<file path="src/rtl/res_bcd_converter_if.sv">
`default_nettype none
// ============================================================================
// res_bcd_converter_if : divider-result / BCD-result bundle
// Rev 1.0
// ============================================================================
interface res_bcd_converter_if #(
    parameter int WIDTH = 12
);
    logic             Ready;
    logic [WIDTH-1:0] Res;
    logic             Busy;
    logic             Valid;
    logic [15:0]      Bcd;
    logic [3:0]       Blank;

    modport master (
        output Ready, Res,
        input  Busy, Valid, Bcd, Blank
    );

    modport slave (
        input  Ready, Res,
        output Busy, Valid, Bcd, Blank
    );
endinterface
`default_nettype wire

</file>
<file path="src/rtl/res_bcd_converter.sv">
`default_nettype none
// ============================================================================
// res_bcd_converter : sequential double-dabble, 12-bit binary -> 4 BCD digits
// Rev 1.0
// ============================================================================
module res_bcd_converter #(
    parameter int WIDTH = 12
) (
    input  wire logic             clk,
    input  wire logic             reset_n,
    res_bcd_converter_if.slave    bus
);

    localparam int         c_SCR_W     = 16 + WIDTH;
    localparam logic [3:0] c_LAST_SHIFT = 4'(WIDTH - 1);

    localparam logic [1:0] S_IDLE  = 2'd0;
    localparam logic [1:0] S_ADJ   = 2'd1;
    localparam logic [1:0] S_SHIFT = 2'd2;
    localparam logic [1:0] S_DONE  = 2'd3;

    logic [1:0]         r_state;
    logic [1:0]         w_state_nxt;
    logic               r_ready_q;
    logic [c_SCR_W-1:0] r_scratch;
    logic [c_SCR_W-1:0] w_scratch_adj;
    logic [c_SCR_W-1:0] w_scratch_nxt;
    logic [3:0]         r_count;
    logic [3:0]         w_count_nxt;
    logic               r_busy;
    logic               w_busy_nxt;
    logic               r_valid;
    logic               w_valid_nxt;
    logic [15:0]        r_bcd;
    logic [15:0]        w_bcd_nxt;
    logic [3:0]         r_blank;
    logic [3:0]         w_blank_nxt;
    logic [15:0]        w_bcd_res;
    logic [3:0]         w_blank_res;
    logic               w_start;

    // Rising edge of Ready, only honoured from IDLE; ready_q tracks regardless.
    assign w_start = (r_state == S_IDLE) && bus.Ready && !r_ready_q;

    assign w_scratch_adj[WIDTH-1:0] = r_scratch[WIDTH-1:0];
    generate
        for (genvar gi = 0; gi < 4; gi++) begin : g_adj
            logic [3:0] w_digit;
            assign w_digit = r_scratch[WIDTH + 4*gi +: 4];
            assign w_scratch_adj[WIDTH + 4*gi +: 4] =
                (w_digit >= 4'd5) ? (w_digit + 4'd3) : w_digit;
        end
    endgenerate

    assign w_bcd_res      = r_scratch[c_SCR_W-1 -: 16];
    assign w_blank_res[3] = (w_bcd_res[15:12] == 4'd0);
    assign w_blank_res[2] = w_blank_res[3] && (w_bcd_res[11:8] == 4'd0);
    assign w_blank_res[1] = w_blank_res[2] && (w_bcd_res[7:4] == 4'd0);
    assign w_blank_res[0] = 1'b0;

    always_ff @(posedge clk or negedge reset_n) begin
        if (!reset_n) begin
            r_state <= S_IDLE;
        end else begin
            r_state <= w_state_nxt;
        end
    end

    always_comb begin
        w_state_nxt = r_state;
        case (r_state)
            S_IDLE:  if (w_start) w_state_nxt = S_ADJ;
            S_ADJ:   w_state_nxt = S_SHIFT;
            S_SHIFT: w_state_nxt = (r_count < c_LAST_SHIFT) ? S_ADJ : S_DONE;
            S_DONE:  w_state_nxt = S_IDLE;
            default: w_state_nxt = S_IDLE;
        endcase
    end

    always_comb begin
        w_scratch_nxt = r_scratch;
        w_count_nxt   = r_count;
        w_busy_nxt    = r_busy;
        w_valid_nxt   = 1'b0;
        w_bcd_nxt     = r_bcd;
        w_blank_nxt   = r_blank;
        case (r_state)
            S_IDLE: begin
                if (w_start) begin
                    w_scratch_nxt = {16'd0, bus.Res};
                    w_count_nxt   = 4'd0;
                    w_busy_nxt    = 1'b1;
                end
            end
            S_ADJ: begin
                w_scratch_nxt = w_scratch_adj;
            end
            S_SHIFT: begin
                w_scratch_nxt = {r_scratch[c_SCR_W-2:0], 1'b0};
                w_count_nxt   = r_count + 4'd1;
            end
            S_DONE: begin
                w_bcd_nxt   = w_bcd_res;
                w_blank_nxt = w_blank_res;
                w_valid_nxt = 1'b1;
                w_busy_nxt  = 1'b0;
            end
            default: ;
        endcase
    end

    // ready_q resets high so a Ready already asserted at release is not a start.
    always_ff @(posedge clk or negedge reset_n) begin
        if (!reset_n) begin
            r_ready_q <= 1'b1;
            r_scratch <= '0;
            r_count   <= 4'd0;
            r_busy    <= 1'b0;
            r_valid   <= 1'b0;
            r_bcd     <= 16'h0000;
            r_blank   <= 4'b1110;
        end else begin
            r_ready_q <= bus.Ready;
            r_scratch <= w_scratch_nxt;
            r_count   <= w_count_nxt;
            r_busy    <= w_busy_nxt;
            r_valid   <= w_valid_nxt;
            r_bcd     <= w_bcd_nxt;
            r_blank   <= w_blank_nxt;
        end
    end

    assign bus.Busy  = r_busy;
    assign bus.Valid = r_valid;
    assign bus.Bcd   = r_bcd;
    assign bus.Blank = r_blank;

endmodule
`default_nettype wire

</file>
<file path="src/flat_wrapper.sv">
// flat-port wrapper written by rule: the top's interface ports become plain ports
module res_bcd_converter_flat 
#(
    parameter int WIDTH = 12
)
  (clk, reset_n, bus_Ready, bus_Res, bus_Busy, bus_Valid, bus_Bcd, bus_Blank);
  res_bcd_converter_if #(.WIDTH(WIDTH)) bus_i ();
  input  wire logic clk;
  input  wire logic reset_n;
  input wire logic [$bits(bus_i.Ready)-1:0] bus_Ready;
  input wire logic [$bits(bus_i.Res)-1:0] bus_Res;
  output wire logic [$bits(bus_i.Busy)-1:0] bus_Busy;
  output wire logic [$bits(bus_i.Valid)-1:0] bus_Valid;
  output wire logic [$bits(bus_i.Bcd)-1:0] bus_Bcd;
  output wire logic [$bits(bus_i.Blank)-1:0] bus_Blank;
  assign bus_i.Ready = bus_Ready;
  assign bus_i.Res = bus_Res;
  assign bus_Busy = bus_i.Busy;
  assign bus_Valid = bus_i.Valid;
  assign bus_Bcd = bus_i.Bcd;
  assign bus_Blank = bus_i.Blank;
  res_bcd_converter #(.WIDTH(WIDTH)) u_core (.clk(clk), .reset_n(reset_n), .bus(bus_i));
endmodule
</file>
<file path="config.mk">
export PLATFORM = sky130hd
export DESIGN_NAME = res_bcd_converter_flat
export DESIGN_NICKNAME = d
export VERILOG_FILES = /design/src/rtl/res_bcd_converter_if.sv /design/src/rtl/res_bcd_converter.sv /design/src/flat_wrapper.sv
export SDC_FILE = /design/constraint.sdc
export NUM_CORES = 1
export LEC_CHECK = 0
export ABC_AREA = 1
export BUFFER_PORTS_ARGS = -buffer_cell sky130_fd_sc_hd__buf_2
export CORE_ASPECT_RATIO = 0.5
export CORE_MARGIN = 2
export CORE_UTILIZATION = 64
export CTS_BUF_LIST = sky130_fd_sc_hd__clkbuf_8
export DETAILED_ROUTE_END_ITERATION = 8
export PLACE_DENSITY_LB_ADDON = 0.1
export SYNTH_ARGS = -nofsm -noshare
export SYNTH_HDL_FRONTEND = slang
export SYNTH_SLANG_ARGS = --single-unit
export TNS_END_PERCENT = 10
</file>
<file path="constraint.sdc">
create_clock -name clk -period 3.27 [get_ports clk]
set_clock_uncertainty 0.15 [all_clocks]
set_input_delay 0.654 -clock clk [delete_from_list [all_inputs] [get_ports clk]]
set_output_delay 0.654 -clock clk [all_outputs]
set_load 0.02 [all_outputs]
</file>
Yosys cells after proc, flatten, opt, wreduce, memory -nomap -nowiden
Cells that the tools add are included.

Register bits after elaboration: 56. Input bits: 15. Output and inout bits: 22. Logic and storage cells: 64.

Add/sub/neg operators: 5. Order comparisons: 5. Eq/ne operators: 8. Muxes and demuxes: 14. Bitwise logic cells: 1. Reduce and logical (&&, ||, !) cells: 19.

Operator list (count): 28-bit one-hot mux with 3 select lines (1); 28-bit two-way mux (1); 4-bit two-way mux (5); 4-bit by 2-bit adder with 4-bit output (second input constant) (4); 4-bit by 3-bit greater-or-equal comparator with 1-bit output (second input constant) (4); 3-bit AND reduction (5); 4-bit zero test (3); 2-bit by 1-bit != test with 1-bit output (second input constant) (5); 2-bit one-hot mux with 4 select lines (1); 4-bit one-hot mux with 2 select lines (1); 4-bit by 1-bit adder with 4-bit output (second input constant) (1); 2-bit equality test (second input constant) (2); 1-bit logical AND (4); 4-bit less-than comparator (second input constant) (1); 2-bit two-way mux (2); 2-bit AND reduction (2); 2-bit nonzero test (2); 3-bit nonzero test (1); 2-bit by 1-bit equality test with 1-bit output (second input constant) (1); 2-bit zero test (1); 1-bit two-way mux (2); 1-bit one-hot mux with 2 select lines (1); 1-bit zero test (1); 1-bit inverter (1).

Logic depth before layout (Yosys ltp)
Gate-level depths: netlist of run 1.

Depth after elaboration: 5. Depth in mapped cells: 10.

Worst setup path before layout of run 1
OpenSTA, ideal clock, no wires.

Path type: reg2reg. From: reg u_core.r_state[0]. To: reg u_core.r_scratch[11]. Arrival time: 1.394 ns. Slack: 1.609 ns. Stages on the path, launching flop included: 10. Period minus slack after synthesis: 1.661 ns. Path through: dfrtp_1 > inv_1 > ha_1 > buf_4 > nand2_1 > inv_2 > buf_4 > a22o_1 > nand2_1 > nand2_1.

Cells in the longest elaborated chain, start to end: 5. Elaborated cells on any way between the ends: 10.

Ends and longest elaborated chain: start: declaration (line res_bcd_converter.sv:22) `logic [1:0] r_state;`; start signal: assignment (line res_bcd_converter.sv:65) `r_state <= w_state_nxt;`; 2-bit zero test (line res_bcd_converter.sv:43, res_bcd_converter.sv:87); 1-bit logical AND (2 in series) (line res_bcd_converter.sv:43) `assign w_start = (r_state == S_IDLE) && bus.Ready && !r_ready_q;`; 2-bit by 1-bit != test with 1-bit output (no source line); 3-bit AND reduction (no source line); end signal: assignment (line res_bcd_converter.sv:124) `r_scratch <= w_scratch_nxt;`; end: declaration (line res_bcd_converter.sv:25) `logic [c_SCR_W-1:0] r_scratch;`.

Several ways; a longest one is shown, not always the timed one. A chain may end at the register's enable or synchronous reset.

Worst setup path after layout of run 1
From: reg u_core.r_state[0]. To: reg u_core.r_scratch[16].

The elaborated chain is that of the path after synthesis.

==> results of run 1 <==
[cell type report]
cell class	count	area, sq um	area share
Tap cell	57	71.32	0.02259
Multi-Input combinational cell	254	1272	0.4031
Inverter	35	131.4	0.04162
Clock buffer	5	68.82	0.02180
Sequential cell	56	1406	0.4455
Clock inverter	3	23.77	0.007531
Timing Repair Buffer	36	182.7	0.05787
[layout by cell type (no fill, tap or decap), drive strengths merged, types with 2 or more instances in the layout]
cell      count
a21oi         7
clkbuf        5
clkinvlp      2
nand2       127
ha           14
nand3        31
dfstp         4
nor2         23
inv          35
buf          36
a22oi         4
a22o         10
dfrtp        52
o21ai        35
[flip-flops by register name, indices dropped and copies added, names as in the netlist]
name	flops
u_core.r_scratch	28
u_core.bus.Blank	3
u_core.r_count	4
u_core.r_state	2
u_core.r_ready_q	1
u_core.bus.Busy	1
u_core.bus.Bcd	16
u_core.bus.Valid	1
[cells by family (layout without fill, tap and decap cells)]
logic type,count (synthesis),count (layout),share of synthesized area
other cells,1,1,0.001307
flops,56,56,0.4902
fa+ha+maj,14,14,0.06106
simple gates,182,182,0.2569
buf+inv,45,79,0.06628
compound gates,57,57,0.1243
[per-layer routing]
| metal | vias up | wire length (um) | track usage |
|---|---|---|---|
| li1 | 1204 | - | - |
| met2 | 92 | 2662 | 0.4161 |
| met1 | 1118 | 2943 | 0.3738 |
| met5 | - | 0 | 0 |
| met4 | 0 | 56 | 0.07078 |
| met3 | 9 | 420 | 0.05472 |
[power groups by stage]
| stage | clock, uW | sequential, uW | combinational (uW) |
|---|---|---|---|
| after floorplan | 0 | 1190 | 836 |
| after global placement | 0 | 1090 | 1210 |
| after detailed placement | 0 | 1100 | 1260 |
| after CTS | 395 | 1090 | 1260 |
| after global routing | 419 | 1130 | 1440 |
| final | 387 | 1090 | 1270 |
[metrics by stage]
step                        util  hold WS (ps)  power (uW)  area (sq um)
after CTS                 0.7240         304.1        2753          3157
after global routing      0.7240         298.1        2983          3157
final                     0.7240         307.8        2755          3157
after floorplan                -         208.4        2023          2869
after detailed placement  0.7027         305.5        2361          3064
after global placement    0.7027         297.7        2305          3064
[final timing paths]
check                                                   end                             from  slack (ps)  depth (start not counted)
setup / recovery           u_core.r_scratch[16]$_DFFE_PN0P_    u_core.r_state[0]$_DFFE_PN0P_        1130                          6
hold / removal               u_core.bus.Bcd[11]$_DFFE_PN0P_                          reset_n         310                          2
setup reg to reg           u_core.r_scratch[16]$_DFFE_PN0P_    u_core.r_state[0]$_DFFE_PN0P_        1130                          6
hold reg to reg             u_core.bus.Blank[2]$_DFFE_PN1P_  u_core.bus.Blank[2]$_DFFE_PN1P_         320                          2
max in group asynchronous   u_core.r_scratch[2]$_DFFE_PN0P_                          reset_n        2190                          2
min in group clk                 u_core.r_ready_q$_DFF_PN1_                        bus_Ready         310                          1
==> impl_results.html, run 1 <==
<table>
<tr><th>Metric</th><th>Value</th></tr>
<tr><th colspan="2">Outcome</th></tr>
<tr><td>Outcome</td><td>completed</td></tr>
<tr><th colspan="2">Routing</th></tr>
<tr><td>Avg WL per Cell</td><td>13.64 um</td></tr>
<tr><td>First-pass iteration count of the detailed router</td><td>5</td></tr>
<tr><td>Total Routed Length</td><td>6.082 mm</td></tr>
<tr><td>DRC violation count after routing</td><td>0</td></tr>
<tr><td>DR vias</td><td>2,423</td></tr>
<tr><td>Mean number of vias per cell</td><td>5.433</td></tr>
<tr><td>DRC marker count from the first detailed-route iteration</td><td>251</td></tr>
<tr><td>Final antenna-violating net count</td><td>0</td></tr>
<tr><th colspan="2">Global route</th></tr>
<tr><td>Initial antenna violation count</td><td>0</td></tr>
<tr><td>Via count of the first global-routing pass</td><td>2,245</td></tr>
<tr><td>Global router's overall resource usage</td><td>0.2626</td></tr>
<tr><td>Pin count of the biggest net entering global routing</td><td>57</td></tr>
<tr><td>Global-route wire length before repair</td><td>10.33 mm</td></tr>
<tr><td>Aggregate global routing overflow</td><td>0</td></tr>
<tr><th colspan="2">Finish</th></tr>
<tr><td>Number of nets in the layout</td><td>417</td></tr>
<tr><td>Share of layout cells above drive strength 1</td><td>0.1440</td></tr>
<tr><td>Diode count</td><td>0</td></tr>
<tr><td>Final-layout fill cell count</td><td>331</td></tr>
<tr><td>Layout overhead on the synthesized area</td><td>10.03%</td></tr>
<tr><td>Non-Filler Instances</td><td>446</td></tr>
<tr><th colspan="2">Worst setup path</th></tr>
<tr><td>Endpoint required time on the critical path</td><td>3350 ps</td></tr>
<tr><td>Data arrival time of the worst path</td><td>2220 ps</td></tr>
<tr><td>Critical Path Sink Type</td><td>register</td></tr>
<tr><td>Highest fanout seen on the critical path</td><td>19</td></tr>
<tr><td>Type of element launching the critical path</td><td>register</td></tr>
<tr><td>Kind of cell adding the most delay to the critical path</td><td>buffers and inverters</td></tr>
<tr><td>Crit path kind</td><td>register to register</td></tr>
<tr><td>Maximum single-stage delay on the critical path</td><td>430 ps</td></tr>
<tr><td>Crit-path cells</td><td>inv_1 -&gt; ha_1 -&gt; nand2_1 -&gt; inv_2 -&gt; a22oi_1 -&gt; o21ai_0</td></tr>
<tr><td>Number of buffer and inverter stages on the critical path</td><td>2</td></tr>
<tr><td>CP max-delay cell</td><td>sky130_fd_sc_hd__dfrtp_1</td></tr>
<tr><th colspan="2">Die</th></tr>
<tr><td>Initial core utilization</td><td>0.6580</td></tr>
<tr><td>Width of the die</td><td>98.69 um</td></tr>
<tr><td>Core area</td><td>4360 sq um</td></tr>
<tr><td>Die height</td><td>51.35 um</td></tr>
<tr><td>Count of boundary I/O pins</td><td>37</td></tr>
<tr><td>Die Footprint</td><td>5067 sq um</td></tr>
<tr><td>Rows</td><td>17</td></tr>
<tr><th colspan="2">Clock tree</th></tr>
<tr><td>Maximum count of clock buffers along a single path</td><td>2</td></tr>
<tr><td>Reg clk slew, reported paths</td><td>110 ps</td></tr>
<tr><td>Number of gates given a new drive strength after cts</td><td>0</td></tr>
<tr><td>Clock tree from TritonCTS</td><td>done</td></tr>
<tr><td>Count of H-tree levels built during CTS</td><td>2</td></tr>
<tr><td>Clock latency on the worst-skew pair</td><td>320 ps</td></tr>
<tr><td># clock sinks</td><td>56</td></tr>
<tr><td>Total setup buffers inserted after CTS</td><td>0</td></tr>
<tr><td>Root buffer selected by CTS</td><td>sky130_fd_sc_hd__clkbuf_8</td></tr>
<tr><td>Clock buffer count from CTS</td><td>5</td></tr>
<tr><td>Hold-fix buffers, CTS</td><td>0</td></tr>
<tr><th colspan="2">Synth</th></tr>
<tr><td>Number of storage elements in the synthesis netlist</td><td>56</td></tr>
<tr><td>Most instantiated library cell after synthesis</td><td>sky130_fd_sc_hd__nand2_1</td></tr>
<tr><td>Top cell type's share of synthesized area</td><td>0.4536</td></tr>
<tr><td>Sequential fraction of the synthesis area</td><td>0.4902</td></tr>
<tr><td>Yosys warning total</td><td>0</td></tr>
<tr><td>Synth Instances</td><td>355</td></tr>
<tr><td>Share of flip-flops with an asynchronous set or reset after synthesis</td><td>1.000</td></tr>
<tr><td>Top cell types by occurrence after synthesis</td><td>sky130_fd_sc_hd__nand2_1 (126), sky130_fd_sc_hd__dfrtp_1 (52), sky130_fd_sc_hd__o21ai_0 (32), sky130_fd_sc_hd__inv_1 (31), sky130_fd_sc_hd__nand3_1 (30)</td></tr>
<tr><td>EDFF count, synth</td><td>0</td></tr>
<tr><td>Area leader, netlist</td><td>sky130_fd_sc_hd__dfrtp_1</td></tr>
<tr><td>Leading register cell type out of synthesis</td><td>sky130_fd_sc_hd__dfrtp_1</td></tr>
<tr><td>Synth area leaders</td><td>sky130_fd_sc_hd__dfrtp_1 (45%), sky130_fd_sc_hd__nand2_1 (16%), sky130_fd_sc_hd__ha_1 (6.1%), sky130_fd_sc_hd__o21ai_0 (5.6%), sky130_fd_sc_hd__nand3_1 (5.2%)</td></tr>
<tr><td>Average instance area after synthesis</td><td>8.082 sq um</td></tr>
<tr><td>Synthesized area</td><td>2869 sq um</td></tr>
<tr><td>Count of unique library cells instantiated by Yosys</td><td>23</td></tr>
<tr><td>Syn_nets</td><td>384</td></tr>
<tr><th colspan="2">Placed design</th></tr>
<tr><td>Pre-CTS worst setup slack</td><td>1235 ps</td></tr>
<tr><td>I/O Buffers</td><td>35</td></tr>
<tr><td>Weighted congestion at the end of routability-driven global placement</td><td>0.8987</td></tr>
<tr><td>HPWL after detailed placement</td><td>4.365 mm</td></tr>
<tr><td>Placed cell count</td><td>438</td></tr>
<tr><th colspan="2">Power and ir drop</th></tr>
<tr><td>Switching power</td><td>1261 uW</td></tr>
<tr><td>Clock share of power</td><td>0.141</td></tr>
<tr><td>Fraction of power spent switching nets</td><td>0.4576</td></tr>
<tr><td>Sequential share of power</td><td>0.397</td></tr>
<tr><td>Internal power of the cells</td><td>1495 uW</td></tr>
<tr><td>VDD IR max</td><td>0.4131 mV</td></tr>
<tr><td>Part of the total power dissipated in combinational logic</td><td>0.463</td></tr>
<tr><td>Pwr dens</td><td>872.9 nW/um^2</td></tr>
<tr><td>Leakage power summed over all cells</td><td>0.001707 uW</td></tr>
<tr><th colspan="2">Job</th></tr>
<tr><td>Count of maximum capacitance violations</td><td>0</td></tr>
<tr><th colspan="2">Worst hold path</th></tr>
<tr><td>Class of the tightest hold or removal check</td><td>input pin to asynchronous set/reset pin</td></tr>
<tr><th colspan="2">STA</th></tr>
<tr><td>Max Slew Vio Count</td><td>0</td></tr>
<tr><td>Final Worst Setup Slack</td><td>1133 ps</td></tr>
<tr><td>Timing-limited maximum frequency</td><td>468.1 MHz</td></tr>
<tr><td>Finish-stage setup viols</td><td>0</td></tr>
<tr><td>Final worst path period need</td><td>2137 ps</td></tr>
<tr><td>Worst slew pin tran</td><td>694.3 ps</td></tr>
<tr><td>RSZ-0062 raised after global routing</td><td>no</td></tr>
<tr><td>Number of hold violations in the final report</td><td>0</td></tr>
<tr><td>Worst max-slew margin expressed relative to the limit</td><td>0.5372</td></tr>
<tr><td>Final clock period utilization by the worst path</td><td>0.6534</td></tr>
<tr><td>Setup TNS</td><td>0 ps</td></tr>
</table>
Power figures use the tool's default switching activity.
==> run 2, diff against run 1 <==
Settings changed: CORE_UTILIZATION 64 to 60.
Clock period 3.27 ns to 2.13 ns, I/O delays scaled along.
==> run 2 against run 1 <==
Effect of this change: register-to-register slack lost 950 ps; worst setup slack lost 950 ps; clock power grew 78%; die area grew 6.3%; cell count grew 3.6%; combinational power grew 59%; utilization is essentially flat; hold slack lost 220 ps; critical path depth is the same; wire length grew 0.72%; sequential cell count is the same; non-clock buffer count grew 7.
==> impl_results.html, run 2 (synthesis results as in run 1) <==
<table>
<tr><th>Metric</th><th>Value</th></tr>
<tr><th colspan="2">Die</th></tr>
<tr><td>Die Footprint</td><td>5384 sq um (was 5067 sq um)</td></tr>
<tr><td>Rows</td><td>17 (unchanged)</td></tr>
<tr><td>Initial core utilization</td><td>0.6393 (was 0.6580)</td></tr>
<tr><td>Die height</td><td>52.90 um (was 51.35 um)</td></tr>
<tr><td>Core area</td><td>4488 sq um (was 4360 sq um)</td></tr>
<tr><td>Width of the die</td><td>101.8 um (was 98.69 um)</td></tr>
<tr><td>Count of boundary I/O pins</td><td>37 (unchanged)</td></tr>
<tr><th colspan="2">Worst setup path</th></tr>
<tr><td>Launch instance of the worst register-to-register path</td><td>u_core.r_state[0]$_DFFE_PN0P_ (unchanged)</td></tr>
<tr><td>Critical Path Sink Type</td><td>register (unchanged)</td></tr>
<tr><td>Crit path kind</td><td>register to register (unchanged)</td></tr>
<tr><td>Terminus of the critical flop-to-flop path</td><td>u_core.r_scratch[20]$_DFFE_PN0P_ (was u_core.r_scratch[16]$_DFFE_PN0P_)</td></tr>
<tr><td>Critical path endpoint</td><td>u_core.r_scratch[20]$_DFFE_PN0P_ (was u_core.r_scratch[16]$_DFFE_PN0P_)</td></tr>
<tr><td>Data arrival time of the worst path</td><td>2030 ps (was 2220 ps)</td></tr>
<tr><td>Endpoint required time on the critical path</td><td>2210 ps (was 3350 ps)</td></tr>
<tr><td>Highest fanout seen on the critical path</td><td>19 (unchanged)</td></tr>
<tr><td>Crit path from</td><td>u_core.r_state[0]$_DFFE_PN0P_ (unchanged)</td></tr>
<tr><td>Type of element launching the critical path</td><td>register (unchanged)</td></tr>
<tr><td>Number of cells on the worst reg-to-reg path</td><td>6 (unchanged)</td></tr>
<tr><td>Slack of the worst reg-to-reg path</td><td>180 ps (was 1130 ps)</td></tr>
<tr><th colspan="2">Power and ir drop</th></tr>
<tr><td>Clock share of power</td><td>0.157 (was 0.141)</td></tr>
<tr><td>Fraction of power spent switching nets</td><td>0.4370 (was 0.4576)</td></tr>
<tr><td>PnR Total Power</td><td>4389 uW (was 2755 uW)</td></tr>
<tr><td>Part of the total power dissipated in combinational logic</td><td>0.460 (was 0.463)</td></tr>
<tr><td>VDD IR max</td><td>0.7144 mV (was 0.4131 mV)</td></tr>
<tr><td>Internal power of the cells</td><td>2471 uW (was 1495 uW)</td></tr>
<tr><td>Sequential share of power</td><td>0.383 (was 0.397)</td></tr>
<tr><td>Leakage power summed over all cells</td><td>0.001763 uW (was 0.001707 uW)</td></tr>
<tr><td>Pwr dens</td><td>1350 nW/um^2 (was 872.9 nW/um^2)</td></tr>
<tr><td>Switching power</td><td>1918 uW (was 1261 uW)</td></tr>
<tr><th colspan="2">Outcome</th></tr>
<tr><td>Outcome</td><td>completed (unchanged)</td></tr>
<tr><th colspan="2">Job</th></tr>
<tr><td>Count of maximum capacitance violations</td><td>0 (unchanged)</td></tr>
<tr><th colspan="2">Routing</th></tr>
<tr><td>Avg WL per Cell</td><td>13.26 um (was 13.64 um)</td></tr>
<tr><td>Mean number of vias per cell</td><td>5.221 (was 5.433)</td></tr>
<tr><td>First-pass iteration count of the detailed router</td><td>5 (unchanged)</td></tr>
<tr><td>DR vias</td><td>2,412 (was 2,423)</td></tr>
<tr><td>DRC marker count from the first detailed-route iteration</td><td>171 (was 251)</td></tr>
<tr><td>Final antenna-violating net count</td><td>0 (unchanged)</td></tr>
<tr><td>Total Routed Length</td><td>6.126 mm (was 6.082 mm)</td></tr>
<tr><td>DRC violation count after routing</td><td>0 (unchanged)</td></tr>
<tr><th colspan="2">Finish</th></tr>
<tr><td>Register ranked first by flip-flop count</td><td>u_core.r_scratch (unchanged)</td></tr>
<tr><td>Number of nets in the layout</td><td>424 (was 417)</td></tr>
<tr><td>Number of flip-flops under the largest register name</td><td>28 (unchanged)</td></tr>
<tr><td>Diode count</td><td>0 (unchanged)</td></tr>
<tr><td>Layout overhead on the synthesized area</td><td>13.30% (was 10.03%)</td></tr>
<tr><td>Most used cells in the layout excluding fill and tap cells</td><td>sky130_fd_sc_hd__nand2_1 (126), sky130_fd_sc_hd__dfrtp_1 (52), sky130_fd_sc_hd__buf_2 (35), sky130_fd_sc_hd__inv_1 (32), sky130_fd_sc_hd__o21ai_0 (32) (was sky130_fd_sc_hd__nand2_1 (126), sky130_fd_sc_hd__dfrtp_1 (52), sky130_fd_sc_hd__buf_2 (35), sky130_fd_sc_hd__o21ai_0 (32), sky130_fd_sc_hd__inv_1 (31))</td></tr>
<tr><td>Share of layout cells above drive strength 1</td><td>0.1540 (was 0.1440)</td></tr>
<tr><td>Finished Core Util</td><td>0.7243 (was 0.7240)</td></tr>
<tr><td>Leading cell type in the layout, fill and taps excluded</td><td>sky130_fd_sc_hd__nand2_1 (unchanged)</td></tr>
<tr><th colspan="2">Clock tree</th></tr>
<tr><td>Clock buffer count from CTS</td><td>5 (unchanged)</td></tr>
<tr><td>Reg clk slew, reported paths</td><td>100 ps (was 110 ps)</td></tr>
<tr><td>Root buffer selected by CTS</td><td>sky130_fd_sc_hd__clkbuf_8 (unchanged)</td></tr>
<tr><td>Clock tree from TritonCTS</td><td>done (unchanged)</td></tr>
<tr><td>Clock latency on the worst-skew pair</td><td>320 ps (about the same)</td></tr>
<tr><td># clock sinks</td><td>56 (unchanged)</td></tr>
<tr><td>Total setup buffers inserted after CTS</td><td>0 (unchanged)</td></tr>
<tr><td>Count of H-tree levels built during CTS</td><td>2 (unchanged)</td></tr>
<tr><td>Maximum count of clock buffers along a single path</td><td>2 (unchanged)</td></tr>
<tr><th colspan="2">STA</th></tr>
<tr><td>RSZ-0062 raised after global routing</td><td>no (unchanged)</td></tr>
<tr><td>Final clock period utilization by the worst path</td><td>0.9150 (was 0.6534)</td></tr>
<tr><td>Max Slew Vio Count</td><td>0 (unchanged)</td></tr>
<tr><td>Number of hold violations in the final report</td><td>0 (unchanged)</td></tr>
<tr><td>Min Hold Slack</td><td>87.49 ps (was 307.8 ps)</td></tr>
<tr><td>Final worst path period need</td><td>1949 ps (was 2137 ps)</td></tr>
<tr><td>Finish-stage setup viols</td><td>0 (unchanged)</td></tr>
<tr><td>Setup TNS</td><td>0 ps (unchanged)</td></tr>
<tr><td>Timing-limited maximum frequency</td><td>513.1 MHz (was 468.1 MHz)</td></tr>
<tr><th colspan="2">Global route</th></tr>
<tr><td>Global-route wire length before repair</td><td>10.14 mm (was 10.33 mm)</td></tr>
<tr><td>Aggregate global routing overflow</td><td>0 (unchanged)</td></tr>
<tr><td>Via count of the first global-routing pass</td><td>2,186 (was 2,245)</td></tr>
<tr><td>Global router's overall resource usage</td><td>0.2511 (was 0.2626)</td></tr>
<tr><td>Pin count of the biggest net entering global routing</td><td>57 (unchanged)</td></tr>
<tr><td>Initial antenna violation count</td><td>0 (unchanged)</td></tr>
<tr><th colspan="2">Placed design</th></tr>
<tr><td>HPWL after detailed placement</td><td>4.300 mm (was 4.365 mm)</td></tr>
<tr><td>Weighted congestion at the end of routability-driven global placement</td><td>0.8458 (was 0.8987)</td></tr>
<tr><td>I/O Buffers</td><td>35 (unchanged)</td></tr>
<tr><th colspan="2">Worst hold path</th></tr>
<tr><td>Class of the tightest hold or removal check</td><td>input pin to register (was input pin to asynchronous set/reset pin)</td></tr>
<tr><td>WHS Path Cells</td><td>1</td></tr>
</table>
[run 2: routing by layer]
| layer | vias to the layer above | share of wire | global-route usage |
|---|---|---|---|
| met2 | 68 | 0.44 | 0.4035 |
| met1 | 1115 | 0.48 | 0.3464 |
| met5 | - | 0 | 0 |
| met3 | 10 | 0.067 | 0.05284 |
| met4 | 0 | 0.013 | 0.07658 |
| li1 | 1219 | - | - |
[run 2: worst max-delay path, stage by stage, from the launching register on]
cell and delay [ps]:
sky130_fd_sc_hd__dfrtp_1 430, sky130_fd_sc_hd__inv_1 120, sky130_fd_sc_hd__ha_1 290, sky130_fd_sc_hd__nand2_1 210
sky130_fd_sc_hd__inv_2 320, sky130_fd_sc_hd__a22oi_1 140, sky130_fd_sc_hd__o21ai_0 200
[run 2: repair_timing]
| action | 4_1_cts | 5_1_grt |
|---|---|---|
| endpoints found under the hold margin | 52 | 0 |
| resized for setup | 0 | 0 |
| hold buffers | 1 | 0 |
| setup endpoints to repair | 0 | 0 |
[run 2: metrics by stage]
stage | setup slack [ps] | instance area (sq um) | instances
floorplan | 469.1 | 2869 | 355
detailed placement | 199.9 | 3133 | 453
global placement | 337.1 | 3133 | 453
finish | 181.1 | 3251 | 462
CTS | 159.5 | 3251 | 462
global route | 25.22 | 3251 | 462
[run 2: area by class of cell]
cell class	count	area [sq um]
Multi-Input combinational cell	254	1272
Sequential cell	56	1406
Timing Repair Buffer	43	250.2
Inverter	35	131.4
Clock inverter	3	38.79
Tap cell	66	82.58
Clock buffer	5	68.82
Fill cell	342	1237
[run 2: how the worst min path moves through the flow]
stage	start	endpoint	slack [ps]
2_1_floorplan	reset_n	u_core.bus.Bcd[0]$_DFFE_PN0P_	-20
3_3_place_gp	reset_n	u_core.r_count[1]$_DFFE_PN0P_	290
3_5_place_dp	reset_n	u_core.r_count[2]$_DFFE_PN0P_	300
4_1_cts	bus_Ready	u_core.r_ready_q$_DFF_PN1_	80
5_1_grt	bus_Ready	u_core.r_ready_q$_DFF_PN1_	80
6_report	bus_Ready	u_core.r_ready_q$_DFF_PN1_	90
[run 2: power groups by stage]
| stage | clock, uW | sequential, uW | combinational [uW] |
|---|---|---|---|
| floorplan | 0 | 1820 | 1280 |
| global placement | 0 | 1680 | 1950 |
| detailed placement | 0 | 1690 | 2010 |
| CTS | 707 | 1680 | 2030 |
| global route | 734 | 1730 | 2270 |
| finish | 689 | 1680 | 2020 |
